### src/rtl/id_decode_control_pkg.sv
// Shared encodings for the ID-stage decoder: addressing modes, ALU opcodes,
// condition codes and the 48-bit ASCII mnemonic table.
package id_decode_control_pkg;

    localparam logic [1:0] AM_ROT_IMM   = 2'b00;
    localparam logic [1:0] AM_SHIFT_REG = 2'b01;
    localparam logic [1:0] AM_IMM_OFF   = 2'b10;
    localparam logic [1:0] AM_REG_OFF   = 2'b11;

    localparam logic [3:0] OP_AND = 4'b0000;
    localparam logic [3:0] OP_SUB = 4'b0010;
    localparam logic [3:0] OP_ADD = 4'b0100;

    localparam logic [3:0] COND_EQ = 4'b0000;
    localparam logic [3:0] COND_NE = 4'b0001;
    localparam logic [3:0] COND_CS = 4'b0010;
    localparam logic [3:0] COND_CC = 4'b0011;
    localparam logic [3:0] COND_MI = 4'b0100;
    localparam logic [3:0] COND_PL = 4'b0101;
    localparam logic [3:0] COND_VS = 4'b0110;
    localparam logic [3:0] COND_VC = 4'b0111;
    localparam logic [3:0] COND_HI = 4'b1000;
    localparam logic [3:0] COND_LS = 4'b1001;
    localparam logic [3:0] COND_GE = 4'b1010;
    localparam logic [3:0] COND_LT = 4'b1011;
    localparam logic [3:0] COND_GT = 4'b1100;
    localparam logic [3:0] COND_LE = 4'b1101;
    localparam logic [3:0] COND_AL = 4'b1110;

    localparam logic [47:0] KW_NOP   = "NOP   ";
    localparam logic [47:0] KW_UNDEF = "UNDEF ";
    localparam logic [47:0] KW_LDR   = "LDR   ";
    localparam logic [47:0] KW_LDRB  = "LDRB  ";
    localparam logic [47:0] KW_STR   = "STR   ";
    localparam logic [47:0] KW_STRB  = "STRB  ";
    localparam logic [47:0] KW_B     = "B     ";
    localparam logic [47:0] KW_BL    = "BL    ";

    // Compare/test ops always set flags, so they never carry the S suffix.
    function automatic logic [47:0] dp_mnemonic(input logic [3:0] op, input logic s);
        logic [23:0] name;
        case (op)
            4'b0000: name = "AND";
            4'b0001: name = "EOR";
            4'b0010: name = "SUB";
            4'b0011: name = "RSB";
            4'b0100: name = "ADD";
            4'b0101: name = "ADC";
            4'b0110: name = "SBC";
            4'b0111: name = "RSC";
            4'b1000: name = "TST";
            4'b1001: name = "TEQ";
            4'b1010: name = "CMP";
            4'b1011: name = "CMN";
            4'b1100: name = "ORR";
            4'b1101: name = "MOV";
            4'b1110: name = "BIC";
            default: name = "MVN";
        endcase
        return {name, (s && op[3:2] != 2'b10) ? "S" : " ", "  "};
    endfunction

endpackage

### src/rtl/id_decode_control_cond_eval.sv
// Evaluates an ARM condition field against a {N,Z,C,V} flag set.
module id_decode_control_cond_eval
    import id_decode_control_pkg::*;
(
    input  logic [3:0] cond,
    input  logic [3:0] flags,
    output logic       cond_true
);
    logic w_n, w_z, w_c, w_v;

    assign {w_n, w_z, w_c, w_v} = flags;

    always_comb begin
        cond_true = 1'b0;
        case (cond)
            COND_EQ: cond_true = w_z;
            COND_NE: cond_true = ~w_z;
            COND_CS: cond_true = w_c;
            COND_CC: cond_true = ~w_c;
            COND_MI: cond_true = w_n;
            COND_PL: cond_true = ~w_n;
            COND_VS: cond_true = w_v;
            COND_VC: cond_true = ~w_v;
            COND_HI: cond_true = w_c & ~w_z;
            COND_LS: cond_true = ~w_c | w_z;
            COND_GE: cond_true = (w_n == w_v);
            COND_LT: cond_true = (w_n != w_v);
            COND_GT: cond_true = ~w_z & (w_n == w_v);
            COND_LE: cond_true = w_z | (w_n != w_v);
            COND_AL: cond_true = 1'b1;
            default: cond_true = 1'b0;
        endcase
    end
endmodule

### src/rtl/id_decode_control.sv
// ID-stage control: combinational decode, hazard bubble mux, branch resolution
// and the PSR flag register feeding condition evaluation.
module id_decode_control
    import id_decode_control_pkg::*;
(
    input  logic        clk,
    input  logic        R,
    input  logic [31:0] instruction,
    input  logic        nop_sel,
    input  logic        ex_s_enable,
    input  logic [3:0]  alu_flags,
    output logic [3:0]  ID_opcode,
    output logic [1:0]  ID_AM,
    output logic        ID_S_enable,
    output logic        ID_load_instr,
    output logic        ID_RF_enable,
    output logic        ID_Size_enable,
    output logic        ID_RW_enable,
    output logic        ID_Enable_signal,
    output logic        ID_BL_instr,
    output logic        ID_B_instr,
    output logic [47:0] keyword,
    output logic        Branch,
    output logic        BranchL,
    output logic [3:0]  PSR_flags
);
    logic [3:0] r_psr;
    logic [3:0] w_opcode;
    logic [1:0] w_am;
    logic       w_s, w_load, w_rf, w_size, w_rw, w_en, w_bl, w_b;
    logic [47:0] w_keyword;
    logic [3:0] w_eval_flags;
    logic       w_cond_true;
    logic [2:0] w_cls;

    assign w_cls = instruction[27:25];

    always_comb begin
        w_opcode  = 4'b0000;
        w_am      = AM_ROT_IMM;
        w_s       = 1'b0;
        w_load    = 1'b0;
        w_rf      = 1'b0;
        w_size    = 1'b0;
        w_rw      = 1'b0;
        w_en      = 1'b0;
        w_bl      = 1'b0;
        w_b       = 1'b0;
        w_keyword = KW_UNDEF;
        // An all-zero word would otherwise decode as ANDEQ r0,r0,r0.
        if (instruction == 32'd0) begin
            w_keyword = KW_NOP;
        end else if (w_cls == 3'b001 || (w_cls == 3'b000 && !instruction[4])) begin
            w_opcode  = instruction[24:21];
            w_am      = (w_cls == 3'b001) ? AM_ROT_IMM : AM_SHIFT_REG;
            w_s       = instruction[20];
            w_rf      = (instruction[24:23] != 2'b10);
            w_keyword = dp_mnemonic(instruction[24:21], instruction[20]);
        end else if (w_cls == 3'b010 || w_cls == 3'b011) begin
            w_am     = (w_cls == 3'b010) ? AM_IMM_OFF : AM_REG_OFF;
            w_en     = 1'b1;
            w_load   = instruction[20];
            w_rf     = instruction[20];
            w_rw     = ~instruction[20];
            w_size   = ~instruction[22];
            w_opcode = instruction[23] ? OP_ADD : OP_SUB;
            if (instruction[20])
                w_keyword = instruction[22] ? KW_LDRB : KW_LDR;
            else
                w_keyword = instruction[22] ? KW_STRB : KW_STR;
        end else if (w_cls == 3'b101) begin
            w_bl      = instruction[24];
            w_b       = ~instruction[24];
            w_keyword = instruction[24] ? KW_BL : KW_B;
        end
    end

    always_comb begin
        ID_opcode        = w_opcode;
        ID_AM            = w_am;
        ID_S_enable      = w_s;
        ID_load_instr    = w_load;
        ID_RF_enable     = w_rf;
        ID_Size_enable   = w_size;
        ID_RW_enable     = w_rw;
        ID_Enable_signal = w_en;
        ID_BL_instr      = w_bl;
        ID_B_instr       = w_b;
        if (nop_sel) begin
            ID_opcode        = 4'b0000;
            ID_AM            = 2'b00;
            ID_S_enable      = 1'b0;
            ID_load_instr    = 1'b0;
            ID_RF_enable     = 1'b0;
            ID_Size_enable   = 1'b0;
            ID_RW_enable     = 1'b0;
            ID_Enable_signal = 1'b0;
            ID_BL_instr      = 1'b0;
            ID_B_instr       = 1'b0;
        end
    end

    assign keyword = w_keyword;

    // Bypass: a flag-setting op in EX is seen by this cycle's branch.
    assign w_eval_flags = ex_s_enable ? alu_flags : r_psr;

    id_decode_control_cond_eval u_cond_eval (
        .cond      (instruction[31:28]),
        .flags     (w_eval_flags),
        .cond_true (w_cond_true)
    );

    assign Branch  = w_cond_true & (w_b | w_bl);
    assign BranchL = w_cond_true & w_bl;

    always_ff @(posedge clk or negedge R) begin
        if (!R)
            r_psr <= 4'b0000;
        else if (ex_s_enable)
            r_psr <= alu_flags;
    end

    assign PSR_flags = r_psr;
endmodule

### config.mk
export PLATFORM = sky130hd
export DESIGN_NAME = id_decode_control
export DESIGN_NICKNAME = d
export VERILOG_FILES = /design/src/rtl/id_decode_control_pkg.sv /design/src/rtl/id_decode_control_cond_eval.sv /design/src/rtl/id_decode_control.sv
export SDC_FILE = /design/constraint.sdc
export NUM_CORES = 1
export LEC_CHECK = 0
export BUFFER_PORTS_ARGS = -buffer_cell sky130_fd_sc_hd__clkbuf_2
export CORE_UTILIZATION = 36
export DETAILED_ROUTE_END_ITERATION = 10
export MAX_ROUTING_LAYER = met4
export PLACE_DENSITY = 0.77
export SLEW_MARGIN = 0
export SYNTH_ARGS = -nofsm -noshare
export SYNTH_HDL_FRONTEND = slang
export SYNTH_SLANG_ARGS = --single-unit
export TNS_END_PERCENT = 1
### constraint.sdc
create_clock -name clk -period 1.5 [get_ports clk]
set_clock_uncertainty 0.1 [all_clocks]
set_input_delay 0.15 -clock clk [delete_from_list [all_inputs] [get_ports clk]]
set_output_delay 0.15 -clock clk [all_outputs]
set_load 0.05 [all_outputs]
======== Yosys cells after proc, flatten, opt, wreduce, memory -nomap -nowiden ========
Memory sizes are Yosys's and may differ from the RTL's.
Index checks and enable logic that the tools add are counted.
operators by class
  equal/unequal tests ..................... 21
  mux-type cells .......................... 54
  bitwise operators ....................... 14
  reduce and logical (&&, ||, !) cells .... 8
operators with widths
  kind                                            count
  two-way mux 48 bit                              3
  two-way mux 45 bit                              2
  two-way mux 23 bit                              2
  two-way mux 39 bit                              1
  two-way mux 1 bit                               34
  zero test 32 bit                                1
  == test 4 bit (second input constant)           7
  == test 4 x 3 -> 1 bit (second input constant)  4
  two-way mux 4 bit                               4
  case mux 1 bit (15 select lines)                1
  == test 4 x 2 -> 1 bit (second input constant)  2
  two-way mux 2 bit                               4
  two-way mux 7 bit                               1
  NOT 1 bit                                       7
  == test 3 x 2 -> 1 bit (second input constant)  2
  two-way mux 3 bit                               2
  AND 1 bit                                       4
  == test 4 x 1 -> 1 bit (second input constant)  1
  zero test 4 bit                                 1
  == test 3 x 1 -> 1 bit (second input constant)  1
  == test 3 bit (second input constant)           1
  zero test 3 bit                                 1
  bitwise OR 1 bit                                3
  logical AND 1 bit                               2
  other kinds (5)                                 6
storage, ports and cells
  register bits ........................... 4
  bits in read-only memories .............. 240
  input bits .............................. 40
  output and inout bits ................... 68
  memories kept ........................... 1
memory list
  name              words  bits a word  rd ports  clocked after memory_dff  write ports  RTL line                     text
  (name not given)  16     15           1         0                         0            id_decode_control_pkg.sv:42  case (op)

======== Longest topological paths before layout ========
  depth in word-level cells ............... 7
  depth in mapped cells ................... 8
  depth with buffers taken out ............ 7

======== Cells and area by module ========
Synthesis repeated with hierarchy kept, for this count alone.
second synthesis, totals
  cell total of the unflattened synthesis .. 199
  area, all modules ....................... 1421.4 um^2
modules (own cells, without submodules)
  module                       times used  cells an instance  area an instance (um^2)  sequential area each (um^2)
  id_decode_control            1           171                1227.4                   100.1
  id_decode_control_cond_eval  1           28                 193.9                    0.0

======== Worst setup path after synthesis ========
No wires, ideal clock.
  path type ............................... input to output
  start point ............................. in instruction[26]
  end point ............................... out keyword[34]
  data arrival time ....................... 3032 ps
  data required time ...................... 1250 ps
  slack ................................... -1782 ps
  cell stages on the path ................. 5
  cells stage by stage .................... inv_1 > and3_1 > clkinv_1 > nor2_1 > o21ai_0
on the way
  word-level cells in the longest chain between the ends .. 5
  elaborated cells on any way between the ends .. 13
  those cells by class .................... 4 x eq/ne; 4 x mux; 5 x reduce/logical
RTL lines
  item                                                           RTL line                                          text
  start, declared                                                id_decode_control.sv:8                            input logic [31:0] instruction,
  == test 3 bit, or another cell as far along                    id_decode_control.sv:71                           end else if (w_cls == 3'b101) begin
  two-way mux 45 bit, or another cell as far along               id_decode_control.sv:71
  two-way mux 48 bit / logical OR 1 bit (equally long branches)  id_decode_control.sv:59, id_decode_control.sv:53
  two-way mux 48 bit                                             id_decode_control.sv:53                           end else if (w_cls == 3'b001 || (w_cls == 3'b000 && !instruction[4])) begin
  two-way mux 48 bit (*)                                         id_decode_control.sv:51                           if (instruction == 32'd0) begin
  end, declared                                                  id_decode_control.sv:22                           output logic [47:0] keyword,
Every way passes the cells marked *; elsewhere a longest branch is shown, timed or not.

======== Worst setup path after layout ========
  start point ............................. reg r_psr[3] (netlist: PSR_flags[3])
  end point ............................... out BranchL
on the way
  word-level cells in the longest chain between the ends .. 5
  elaborated cells on any way between the ends .. 8
  those cells by class .................... 2 x eq/ne; 2 x mux; 4 x bitwise
RTL lines
  item                                                           RTL line                                                              text
  start, declared                                                id_decode_control.sv:27                                               logic [3:0] r_psr;
  start signal, assigned                                         id_decode_control.sv:121                                              r_psr <= alu_flags;
  two-way mux 4 bit (*)                                          n/a
  net u_cond_eval.flags[3]                                       id_decode_control_cond_eval.sv:6                                      input logic [3:0] flags,
  inequality test 1 bit / == test 1 bit (equally long branches)  n/a
  bitwise OR 1 bit / AND 1 bit (equally long branches)           id_decode_control_cond_eval.sv:29, id_decode_control_cond_eval.sv:28
  case mux 1 bit (15 select lines) (*)                           id_decode_control_cond_eval.sv:15                                     case (cond)
  AND 1 bit (*)                                                  id_decode_control.sv:115                                              assign BranchL = w_cond_true & w_bl;
  end, declared                                                  id_decode_control.sv:24                                               output logic BranchL,
Mark *: on every way through the listed nets, which the timed path passes. The rest lies on a longest branch.

==> metrics <==
global-route wire length before repair=9000 um; largest net degree at the start of global routing=26; Antenna Violating Nets Remaining=0; Setup Buffers After CTS=0; Initial DRC Count=196; Die Wd=63.5 um; Clock Path Buffers=2; post-synthesis instance total=207; hold path depth=2; Ant. Diodes=0; max-cap viol count=0; WP data required=1250 ps; crit path from=PSR_flags[3]$_DFF_PN0_; die span in y=63.5 um; worst r2r src=PSR_flags[1]$_DFF_PN0_; TritonRoute pass-1 iters=4; Power Density=551 mW/mm^2; gpl congestion=0.960; Pwr Total=1.46 mW; count of final hold-check violations=0; worst-path fanout max=3; routed vias=2042; ys async rst share=100%; EDFF count, synth=0; failing checks=negative setup slack; Overflow after GRT=0; CP endpoint kind=primary output; dominant synthesized flop cell=dfrtp_1; Setup CP Type=register to primary output; CTS tree=yes; drt wl/cell=17.0 um; post-layout util=76.2%; # H-tree levels=1; Ys Warns=0; Peak VDD IR=401 uV; antenna violations before repair=0; Area after DPL=0.00221 sq mm; clock sink count=4; post-synthesis sequential area ratio=7.35%; Post-DP HPWL=3980 um; HP Start=alu_flags[2]; Worst-path clk slew=30 ps; max reg flops=4; filler cell count=255; fin crit share=136%; Cells after DPL=366; Starting Density=39.3%; mapped cell area=0.00136 sq mm; Leakage=1.31 nW; outcome=finished, violations left; final instance area=0.00264 sq mm; worst reg2reg path depth=3; residual DRC count=0; num rows=21; WL met3=482 um; Post-Route WL=6290 um; syn_area_per_cell=6.58 sq um; Synth cell types=47; RSZ-0062 raised after global routing=true; Post-synth top cells=buf_4 (23), nand2_1 (18), nor2_1 (18); post-synth top area cell=buf_4; DR top layer=met4; Setup-failing EPs final=36; M1 wire length=2210 um; metal2 WL=3270 um; Die Area=0.00403 sq mm; NumNets Final=373; vias in the first global route=1945; post-route minimum period=2050 ps; Core Region=0.00347 sq mm; final setup margin=-547 ps; count leader, synth=buf_4; fmax=488 MHz; Area contributors post-synth=buf_4 (13%), dfrtp_1 (7.3%), ha_1 (6.4%), a21oi_1 (5.1%), o21ai_0 (5.1%); Via density=5.52; clock root buffer=clkbuf_8; Hold Crit Class=input port to register; Yosys top cell area share=12.7%; final cell count without fillers=370; clock latency on the worst-skew pair=220 ps; gr usage total=29.0%; CTS Buf Count=3; Yosys reg bits=4; I/O Pins=108; startpoint types=register; Max Transition Viols Final=0; Critical Path AT=1800 ps; IO Port Bufs=88; area grow syn2layout=93.9%; layout cells sized above 1=58.3%
-- kinds of logic (layout without fill, tap and decap cells) --
group	count (synthesis)	count (layout)	synth area share [%]
adder cells (fa/ha/maj)	7	7	6.43
XOR/XNOR	3	3	1.93
multiplexers	9	9	6.98
AND/OR/NAND/NOR	82	82	32.0
other	2	19	0.551
buffers and inverters	51	151	22.5
AO/OA/AOI/OAI	49	49	22.2
flip-flops	4	4	7.35
-- area by class of cell --
type / count / area (sq um) / area share [%]
multi-input cells: 169 / 1290 / 48.7
repair buffers: 135 / 1100 / 41.5
flip-flops and latches: 4 / 105 / 3.98
well taps: 46 / 57.6 / 2.18
inverters: 13 / 53.8 / 2.04
clock buffers: 3 / 41.3 / 1.56
-- layer usage --
metal / global-route usage [%] / vias up
met2: 49.7 / 146
met3: 3.08 / 38
met1: 32.7 / 928
met4: 15.3 / 0
met5: - / -
li1: - / 930
-- layout by cell type, fill, tap and decap left out, types with 5 or more instances in the layout --
cell,count
o21ai_0,10
clkbuf_8,10
nor2_1,13
ha_1,7
inv_1,11
buf_12,6
clkbuf_2,47
buf_6,12
a21oi_1,13
buf_8,5
nand2_1,17
conb_1,19
buf_4,52
-- where the power goes --
part	internal [mW]	switching [mW]	total [mW]	leakage [nW]
Clock	0.171	0.0567	0.228	0.0216
Sequential	0.122	0.00946	0.131	0.0428
Combinational	0.375	0.723	1.10	1.25
-- per-stage QoR --
stage	hold slack, ps	setup TNS (ps)	setup slack (ps)
5_1_grt	163	-10150	-622
3_3_place_gp	-146	-9320	-450
6_report	151	-7600	-547
2_1_floorplan	-246	-10480	-482
4_1_cts	135	-6490	-579
3_5_place_dp	-140	-9030	-426
-- worst max-delay path, stage by stage, from the launching register on --
cell and delay, ps:
dfrtp_2 400, mux2_2 300, nand3_1 100, a31oi_2 100, nor3_2 350, a31oi_4 150, buf_12 180
-- worst paths after layout --
check / slack, ps / end
max reg2reg: 490 / PSR_flags[1]$_DFF_PN0_
min in group asynchronous: 180 / PSR_flags[1]$_DFF_PN0_
min reg2reg: 480 / PSR_flags[2]$_DFF_PN0_
max: -550 / BranchL
min: 150 / PSR_flags[2]$_DFF_PN0_
max in group asynchronous: 980 / PSR_flags[2]$_DFF_PN0_
-- timing repair --
action,in CTS,in global routing
hold buffers,1,0
pin swaps,5,3
setup endpoints to repair,40,43
resized for setup,56,61
hold endpoints to repair,4,0
Power figures use the tool's default switching activity.
